## config.mk

```make
export PLATFORM = sky130hd
export DESIGN_NAME = riscv_inst_encoder
export DESIGN_NICKNAME = d
export VERILOG_FILES = /design/src/rtl/riscv_pkg.sv /design/src/rtl/inst_fifo.sv /design/src/rtl/riscv_inst_encoder.sv
export SDC_FILE = /design/constraint.sdc
export NUM_CORES = 1
export LEC_CHECK = 0
export CAP_MARGIN = 0
export CORE_UTILIZATION = 50
export DETAILED_ROUTE_END_ITERATION = 7
export HOLD_SLACK_MARGIN = 0.12
export PLACE_DENSITY = 0.75
export SKIP_CTS_REPAIR_TIMING = 1
export SYNTH_ARGS = -nofsm -noshare
export SYNTH_HDL_FRONTEND = slang
export SYNTH_HIERARCHICAL = 1
export SYNTH_SLANG_ARGS = --single-unit
```

## constraint.sdc

```tcl
create_clock -name clk -period 4.4 [get_ports clk]
set_clock_uncertainty 0.1 [all_clocks]
set_input_delay 0.44 -clock clk [delete_from_list [all_inputs] [get_ports clk]]
set_output_delay 0.44 -clock clk [all_outputs]
set_load 0.1 [all_outputs]
```

## src/rtl/riscv_pkg.sv

```systemverilog
// Shared RV64I encoding definitions: opcodes, micro-op class codes, ALU op
// codes, load/store width codes and the combinational micro-op encoder.
package riscv_pkg;

  localparam logic [6:0] OPC_R      = 7'b0110011;
  localparam logic [6:0] OPC_I      = 7'b0010011;
  localparam logic [6:0] OPC_LOAD   = 7'b0000011;
  localparam logic [6:0] OPC_STORE  = 7'b0100011;
  localparam logic [6:0] OPC_BRANCH = 7'b1100011;

  typedef enum logic [2:0] {
    CLS_R      = 3'b000,
    CLS_I      = 3'b001,
    CLS_LOAD   = 3'b010,
    CLS_STORE  = 3'b011,
    CLS_BRANCH = 3'b100
  } inst_class_e;

  typedef enum logic [3:0] {
    ALU_ADD = 4'b0000,
    ALU_SUB = 4'b0001,
    ALU_SLL = 4'b0010,
    ALU_XOR = 4'b0011,
    ALU_SRL = 4'b0100,
    ALU_SRA = 4'b0101,
    ALU_OR  = 4'b0110,
    ALU_AND = 4'b0111,
    ALU_SLT = 4'b1000
  } alu_op_e;

  // Load width codes (micro-op side, not funct3)
  localparam logic [2:0] LD_LB  = 3'b000;
  localparam logic [2:0] LD_LH  = 3'b001;
  localparam logic [2:0] LD_LW  = 3'b010;
  localparam logic [2:0] LD_LBU = 3'b011;
  localparam logic [2:0] LD_LHU = 3'b100;
  localparam logic [2:0] LD_LD  = 3'b101;

  // Store width codes coincide with funct3
  localparam logic [1:0] ST_SB = 2'b00;
  localparam logic [1:0] ST_SH = 2'b01;
  localparam logic [1:0] ST_SW = 2'b10;
  localparam logic [1:0] ST_SD = 2'b11;

  typedef struct packed {
    logic        legal;
    logic [31:0] inst;
  } enc_t;

  function automatic logic [2:0] alu_funct3(input logic [3:0] op);
    case (op)
      ALU_SLL:          return 3'b001;
      ALU_XOR:          return 3'b100;
      ALU_SRL, ALU_SRA: return 3'b101;
      ALU_OR:           return 3'b110;
      ALU_AND:          return 3'b111;
      ALU_SLT:          return 3'b010;
      default:          return 3'b000;
    endcase
  endfunction

  function automatic logic [2:0] load_funct3(input logic [2:0] op);
    case (op)
      LD_LB:   return 3'b000;
      LD_LH:   return 3'b001;
      LD_LW:   return 3'b010;
      LD_LBU:  return 3'b100;
      LD_LHU:  return 3'b101;
      LD_LD:   return 3'b011;
      default: return 3'b000;
    endcase
  endfunction

  // Word content is meaningless when legal=0; it is never written anywhere.
  function automatic enc_t encode(input logic [2:0]  cls,
                                  input logic [3:0]  op,
                                  input logic [4:0]  rd,
                                  input logic [4:0]  rs1,
                                  input logic [4:0]  rs2,
                                  input logic [12:0] imm);
    enc_t       e;
    logic       alu_ok;
    logic       is_shift;
    logic [2:0] f3;
    e.legal  = 1'b0;
    e.inst   = '0;
    alu_ok   = (op <= ALU_SLT);
    is_shift = (op == ALU_SLL) || (op == ALU_SRL) || (op == ALU_SRA);
    f3       = alu_funct3(op);
    case (cls)
      CLS_R: begin
        e.legal = alu_ok;
        e.inst  = {((op == ALU_SUB) || (op == ALU_SRA)) ? 7'b0100000 : 7'b0000000,
                   rs2, rs1, f3, rd, OPC_R};
      end
      CLS_I: begin
        e.legal = alu_ok && (op != ALU_SUB);
        // Shift-immediates carry a 6-bit shamt; the upper bits select srai.
        e.inst  = is_shift ?
                  {(op == ALU_SRA) ? 6'b010000 : 6'b000000, imm[5:0], rs1, f3, rd, OPC_I} :
                  {imm[11:0], rs1, f3, rd, OPC_I};
      end
      CLS_LOAD: begin
        e.legal = !op[3] && (op[2:0] <= LD_LD);
        e.inst  = {imm[11:0], rs1, load_funct3(op[2:0]), rd, OPC_LOAD};
      end
      CLS_STORE: begin
        e.legal = (op[3:2] == 2'b00);
        e.inst  = {imm[11:5], rs2, rs1, 1'b0, op[1:0], imm[4:0], OPC_STORE};
      end
      CLS_BRANCH: begin
        // funct3 010/011 are unassigned; odd offsets cannot be encoded.
        e.legal = !op[3] && (op[2:1] != 2'b01) && !imm[0];
        e.inst  = {imm[12], imm[10:5], rs2, rs1, op[2:0], imm[4:1], imm[11], OPC_BRANCH};
      end
      default: e.legal = 1'b0;
    endcase
    return e;
  endfunction

endpackage

```

## src/rtl/inst_fifo.sv

```systemverilog
// Synchronous FIFO with registered storage and show-ahead read.
// Ports: clk, rst (sync, active-high), push/din, pop/dout, full, empty, level.
// The caller must not push while full nor pop while empty.
module inst_fifo #(
  parameter int DEPTH = 4,
  parameter int WIDTH = 32
) (
  input  logic                     clk,
  input  logic                     rst,
  input  logic                     push,
  input  logic [WIDTH-1:0]         din,
  input  logic                     pop,
  output logic [WIDTH-1:0]         dout,
  output logic                     full,
  output logic                     empty,
  output logic [$clog2(DEPTH):0]   level
);

  localparam int PW = $clog2(DEPTH);
  localparam int CW = PW + 1;

  logic [WIDTH-1:0] mem [DEPTH];
  logic [PW-1:0]    wr_ptr;
  logic [PW-1:0]    rd_ptr;
  logic [CW-1:0]    count;

  always_ff @(posedge clk) begin
    if (rst) begin
      wr_ptr <= '0;
      rd_ptr <= '0;
      count  <= '0;
    end else begin
      if (push) begin
        mem[wr_ptr] <= din;
        wr_ptr      <= wr_ptr + PW'(1);
      end
      if (pop) rd_ptr <= rd_ptr + PW'(1);
      case ({push, pop})
        2'b10:   count <= count + CW'(1);
        2'b01:   count <= count - CW'(1);
        default: count <= count;
      endcase
    end
  end

  assign dout  = mem[rd_ptr];
  assign full  = (count == CW'(DEPTH));
  assign empty = (count == '0);
  assign level = count;

endmodule

```

## src/rtl/riscv_inst_encoder.sv

```systemverilog
// Encodes decoded RV64I micro-ops (R, I-ALU, load, store, branch) into 32-bit
// instruction words, queues them and drains them with sequential byte
// addresses for instruction-memory fill.
// Ports: clk, rst (sync, active-high); in_valid/in_ready plus in_class, in_op,
// in_rd, in_rs1, in_rs2, in_imm micro-op fields; out_valid/out_ready with
// out_inst and out_addr; err_illegal pulse, illegal_cnt (saturating), level.
module riscv_inst_encoder
  import riscv_pkg::*;
#(
  parameter int                DEPTH     = 4,
  parameter int                ADDR_W    = 32,
  parameter logic [ADDR_W-1:0] BASE_ADDR = '0
) (
  input  logic                   clk,
  input  logic                   rst,
  input  logic                   in_valid,
  output logic                   in_ready,
  input  logic [2:0]             in_class,
  input  logic [3:0]             in_op,
  input  logic [4:0]             in_rd,
  input  logic [4:0]             in_rs1,
  input  logic [4:0]             in_rs2,
  input  logic [12:0]            in_imm,
  output logic                   out_valid,
  input  logic                   out_ready,
  output logic [31:0]            out_inst,
  output logic [ADDR_W-1:0]      out_addr,
  output logic                   err_illegal,
  output logic [7:0]             illegal_cnt,
  output logic [$clog2(DEPTH):0] level
);

  enc_t enc;
  logic full;
  logic empty;
  logic accept;
  logic push;
  logic pop;

  assign enc       = encode(in_class, in_op, in_rd, in_rs1, in_rs2, in_imm);
  assign in_ready  = !full;
  assign out_valid = !empty;
  assign accept    = in_valid && in_ready;
  // Illegal micro-ops are consumed from the input but never queued.
  assign push      = accept && enc.legal;
  assign pop       = out_valid && out_ready;

  inst_fifo #(
    .DEPTH (DEPTH),
    .WIDTH (32)
  ) u_fifo (
    .clk   (clk),
    .rst   (rst),
    .push  (push),
    .din   (enc.inst),
    .pop   (pop),
    .dout  (out_inst),
    .full  (full),
    .empty (empty),
    .level (level)
  );

  always_ff @(posedge clk) begin
    if (rst) begin
      out_addr    <= BASE_ADDR;
      err_illegal <= 1'b0;
      illegal_cnt <= '0;
    end else begin
      if (pop) out_addr <= out_addr + ADDR_W'(4);
      err_illegal <= accept && !enc.legal;
      if (accept && !enc.legal && (illegal_cnt != 8'hFF))
        illegal_cnt <= illegal_cnt + 8'd1;
    end
  end

endmodule

```

-- Word-level counts from Yosys, hierarchy flattened
Memory sizes are Yosys's and may differ from the RTL's. A register that Yosys moved wholly into a read port is not among the register bits.
Index checks and enable logic that the tools add are counted.
- mux-type cells: 13
- reductions and logical operators: 22
- equality and inequality tests: 23
- order comparisons: 2
- add/sub/neg operators: 6
- operator list (cell ; number):
    case mux 32 bit (5 select lines) ; 1
    adder 32 x 3 -> 32 bit, second input constant ; 1
    2-to-1 mux 32 bit ; 1
    case mux 3 bit (6 select lines) ; 1
    equality test 4 x 3 -> 1 bit, second input constant ; 4
    case mux 3 bit (5 select lines) ; 1
    equality test 3 x 2 -> 1 bit, second input constant ; 4
    equality test 3 bit, second input constant ; 4
    logical AND 1 bit ; 9
    adder 8 x 1 -> 8 bit, second input constant ; 1
    equality test 4 x 2 -> 1 bit, second input constant ; 2
    != test 8 bit, second input constant ; 1
    equality test 3 x 1 -> 1 bit, second input constant ; 2
    logical NOT 3 bit ; 2
    2-to-1 mux 6 bit ; 1
    case mux 3 bit (2 select lines) ; 1
    logical NOT 1 bit ; 5
    2-to-1 mux 5 bit ; 1
    case mux 1 bit (5 select lines) ; 1
    adder 2 x 1 -> 2 bit, second input constant ; 2
    equality test 4 x 1 -> 1 bit, second input constant ; 1
    equality test 4 bit, second input constant ; 1
    less-or-equal comparator 4 bit, second input constant ; 1
    2-to-1 mux 2 bit ; 2
    12 further kinds ; 16
- output and inout bits: 78
- memories: 1
- word-level logic and storage cells: 73
- input bits: 39
- register bits after elaboration: 48
- RAM bits: 128
- memory list (memory ; depth ; width ; read ports ; clocked after memory_dff ; write ports ; line ; source):
    u_fifo.mem ; 4 ; 32 ; 1 ; 1 ; 1 ; inst_fifo.sv:22 ; logic [WIDTH-1:0] mem [DEPTH];

-- Logic depth before layout (Yosys ltp)
- depth after elaboration: 8
- depth in mapped cells: 13
- gate-level depth less buffers: 12

-- Hierarchy
Netlist, hierarchy kept.
- by module, submodules not included (module ; area each (um^2) ; cells each ; instances ; seq. area each (um^2)):
    inst_fifo ; 5096.1 ; 215 ; 1 ; 4023.9
    riscv_inst_encoder ; 2458.6 ; 327 ; 1 ; 780.7

-- Worst setup path before layout
Ideal clock, no wire load.
- path kind: reg-to-reg
- from: register u_fifo.count[0] (netlist: u_fifo/level[0])
- to: memory u_fifo.mem[0][0] (enable)
- stages on the path, launching flop included: 9
- library setup time: 0.392 ns
- path buffers: 0
- period minus slack after synthesis: 4.087 ns
- data arrival time: 3.595 ns
- data required time: 3.908 ns
- path slack: 0.313 ns
- cell sequence: dfxtp_1 -> inv_1 -> and3_1 -> inv_1 -> nand2_1 -> nor2_1 -> inv_1 -> nor2_1 -> and2_1
- cells in the longest elaborated chain, start to end: 7
- RTL lines (what ; line ; source):
    from (decl) ; inst_fifo.sv:25 ; logic [CW-1:0] count;
    from (signal assigned) ; inst_fifo.sv:39 ; 2'b10: count <= count + CW'(1);
    from (signal assigned) ; inst_fifo.sv:40 ; 2'b01: count <= count - CW'(1);
    from (signal assigned) ; inst_fifo.sv:41 ; default: count <= count;
    equality test 3 bit ; inst_fifo.sv:47 ; assign full = (count == CW'(DEPTH));
    named net full ; riscv_inst_encoder.sv:34 ; logic full;
    logical NOT 1 bit ; riscv_inst_encoder.sv:41 ; assign in_ready = !full;
    named net in_ready ; riscv_inst_encoder.sv:17 ; output logic in_ready,
    logical AND 1 bit ; riscv_inst_encoder.sv:43 ; assign accept = in_valid && in_ready;
    logical AND 1 bit ; riscv_inst_encoder.sv:45 ; assign push = accept && enc.legal;
    named net push ; riscv_inst_encoder.sv:37 ; logic push;
    2-to-1 mux 1 bit ; inst_fifo.sv:33 ; if (push) begin
    2-to-1 mux 1 bit ; inst_fifo.sv:28 ; if (rst) begin
    2-to-1 mux 1 bit (not written as such) ; inst_fifo.sv:34 ; mem[wr_ptr] <= din;
    to (decl) ; inst_fifo.sv:22 ;
The timed path passes the listed nets, and every way through them passes these cells.

-- Worst setup path in the final report
- from: input port in_class[0]
- to: register u_fifo.count[2] (netlist: u_fifo/level[2])
- cells in the longest elaborated chain, start to end: 5
- elaborated cells on any way between the ends: 11
- those cells by class: 6 x eq/ne; 2 x mux; 3 x reduce/logical
- RTL lines (what ; line ; source):
    from (decl) ; riscv_inst_encoder.sv:18 ; input logic [2:0] in_class,
    equality test 3 bit, or another cell as far along ; riscv_pkg.sv:90 ; case (cls)
    case mux 1 bit (5 select lines) * ; riscv_pkg.sv:90 ;
    logical AND 1 bit * ; riscv_inst_encoder.sv:45 ;
    named net push ; riscv_inst_encoder.sv:37 ;
    equality test 2 x 1 -> 1 bit or equality test 2 bit (tied branches) ; inst_fifo.sv:38 ; case ({push, pop})
    case mux 3 bit (2 select lines) or nonzero test 2 bit (tied branches) ; -- ;
Mark *: on every way through the listed nets, which the timed path passes. The rest lies on a longest branch.
A chain may end at the register's enable or synchronous reset.

==> reports/metrics.yaml <==
port_buffers: 114
fin_ws_ns: 0.932
synthCells: 542
drive_above_1_share_pct: 17.0
syn_to_final_growth_pct: 24.4
grt_overflow: 0
die-area_sq_um: 15600
start_util_pct: 51.6
ir_drop_mv: 0.272
gp_congestion: 0.927
power.leakage_nw: 3.22
clock_latency_ns: 0.42
power_per_cell_area_nw_per_um2: 457
drt-vias-per-instance: 5.55
fin_crit_ns: 3.47
cp.required_ns: 4.64
grt_pass1_wl_microns: 25000
dp_hpwl_microns: 10600
die_h_microns: 125
tns_ns: 0
regToRegStartpoint: "u_fifo/level[2]"
async_flop_share_pct: 0
antennaDiodeCount: 0
ys_seq_elements: 176
die_w_microns: 125
drv_cap: 0
endpoint_kind: "flop"
violations: "DRC"
cts_inserted_buffers: 17
ant_nets: 0
fin_nets: 716
ios: 117
cts_tree: "built"
ys_seq_area_share_pct: 63.6
regArea_sq_um: 4810
htree_levels: 4
rows: 44
post-route-util_pct: 64.2
rsz0062_at_grt: "false"
wirelength_microns: 16000
antenna_found_initial: 0
critPathMaxFanout: 16
fill_cells: 1087
dominantRegCellSynth: "edfxtp_1"
tightest_slew_ns: 1.15
hold_class: "flop to flop"
ys_types: 49
arrival_ns: 3.71
finalHoldViolCount: 0
crit_type: "input port to flop"
crit_start: "in_class[0]"
relSlewSlack_pct: 22.9
first_global_vias: 4758
min_period_over_period_pct: 78.8
synth_edf_count: 128
clock_sinks: 176
drtIter0Drc: 334
ys_warn_count: 6
gr-usage-all-layers_pct: 21.4
min_from: "illegal_cnt[6]"
max_freq_mhz: 288
setup_violations: 0
clk_pin_slew_ns: 0.06
drt_first_pass_iters: 6
vias: 4808
slew_viol_final: 0
synth_area_sq_um: 7550
status: "finished with violations"
multi_input_comb_area_sq_um: 2560
cts_buffer_depth: 2
core_sq_um: 14600
dp_slack_ns: 0.527
synth_area_per_cell_sq_um: 13.9
post_drt_wl_per_cell_microns: 18.5
cts_root_buf: "clkbuf_16"
drcViolationCount: 16
grt_max_degree: 49
startpoint_type: "input port"
==> through the flow <==
stage               cell area (sq um)  hold slack, ns  instances  power (W)
floorplan                        7590           0.385        551    0.00273
global placement                 8830           0.388        834    0.00291
detailed placement               8830           0.400        834    0.00293
CTS                              9400           0.418        866    0.00433
global route                     9400           0.455        866    0.00444
finish                           9400           0.416        866    0.00429
==> worst paths after layout <==
check                     to  slack, ns  depth (start not counted)
max          u_fifo/level[2]       0.93                         14
min           illegal_cnt[6]       0.42                          2
max reg2reg  u_fifo/level[2]       1.70                          8
min reg2reg   illegal_cnt[6]       0.42                          2
==> worst max-delay path, stage by stage <==
cell,delay [ns]
clkdlybuf4s50_1,0.78
buf_4,0.27
nor2_1,0.06
o21ai_0,0.19
a211o_1,0.31
and2b_1,0.19
nor2_1,0.08
inv_1,0.10
ha_1,0.18
inv_1,0.07
fa_1,0.37
xor2_1,0.17
or3_1,0.31
a21oi_1,0.17
==> cell usage in the layout (no fill, tap or decap), drive strengths merged, types with 6 or more instances in the layout <==
cell	instances
nor2	59
mux2i	6
xnor2	6
nand2	32
ha	7
o21ai	18
a21oi	18
buf	43
nand3	12
conb	10
and4	6
edfxtp	128
inv	18
or3	8
xor2	27
clkbuf	17
nand4	14
and2	15
dfxtp	48
clkdlybuf4s50	82
clkinv	7
mux4	32
nor2b	11
o22ai	7
a22oi	8
==> kinds of logic after synthesis <==
group           after synthesis  share of synthesized area (%)
flops                       176                           63.6
fa+ha+maj                     8                           1.42
buf+inv                      40                           3.00
mux                          40                           10.7
xor+xnor                     33                           3.83
compound gates               63                           5.02
simple gates                181                           12.4
other cells                   1                         0.0496
==> report_power, final <==
part	switching, W	internal, W
registers	0.0000615	0.00181
logic	0.000724	0.000289
clock network	0.000622	0.000785
==> layer usage <==
| layer | wire length, microns | GRT usage, % | part of all wire [%] |
|---|---|---|---|
| met1 | 6320 | 25.2 | 39 |
| met2 | 8320 | 37.0 | 52 |
| met3 | 1100 | 7.04 | 6.8 |
| met4 | 295 | 7.10 | 1.8 |
| met5 | 0 | 0 | 0 |
==> synthesized netlist by cell type (all sizes together), types with 7 or more instances <==
cell type	instances	area share, %
nor2	59	3.1
nand2	32	1.6
a22oi	8	0.79
edfxtp	128	51
dfxtp	48	13
or3	8	0.66
nand4	14	1.2
xor2	27	3.1
and2	15	1.2
o21ai	18	1.2
ha	7	1.2
nor2b	11	0.91
nand3	12	0.79
o22ai	7	0.58
inv	14	0.70
buf	15	1.8
a21oi	18	1.2
clkbuf	11	0.55
mux4	32	9.6
==> cell type report <==
class,instances,share of cell area [%]
Clock buffer,17,4.53
Sequential cell,176,51.2
Timing Repair Buffer,125,12.6
Inverter,14,0.559
Clock inverter,15,1.46
Multi-Input combinational cell,335,27.3
Tap cell,184,2.45
==> sequential cells by signal (all words and copies together) (netlist names), named ones only <==
register	count
err_illegal	1
out_addr	30
u_fifo/level	3
u_fifo/rd_ptr	2
illegal_cnt	8
u_fifo/wr_ptr	2
u_fifo/mem	128
(Power assumes the default switching activity.)
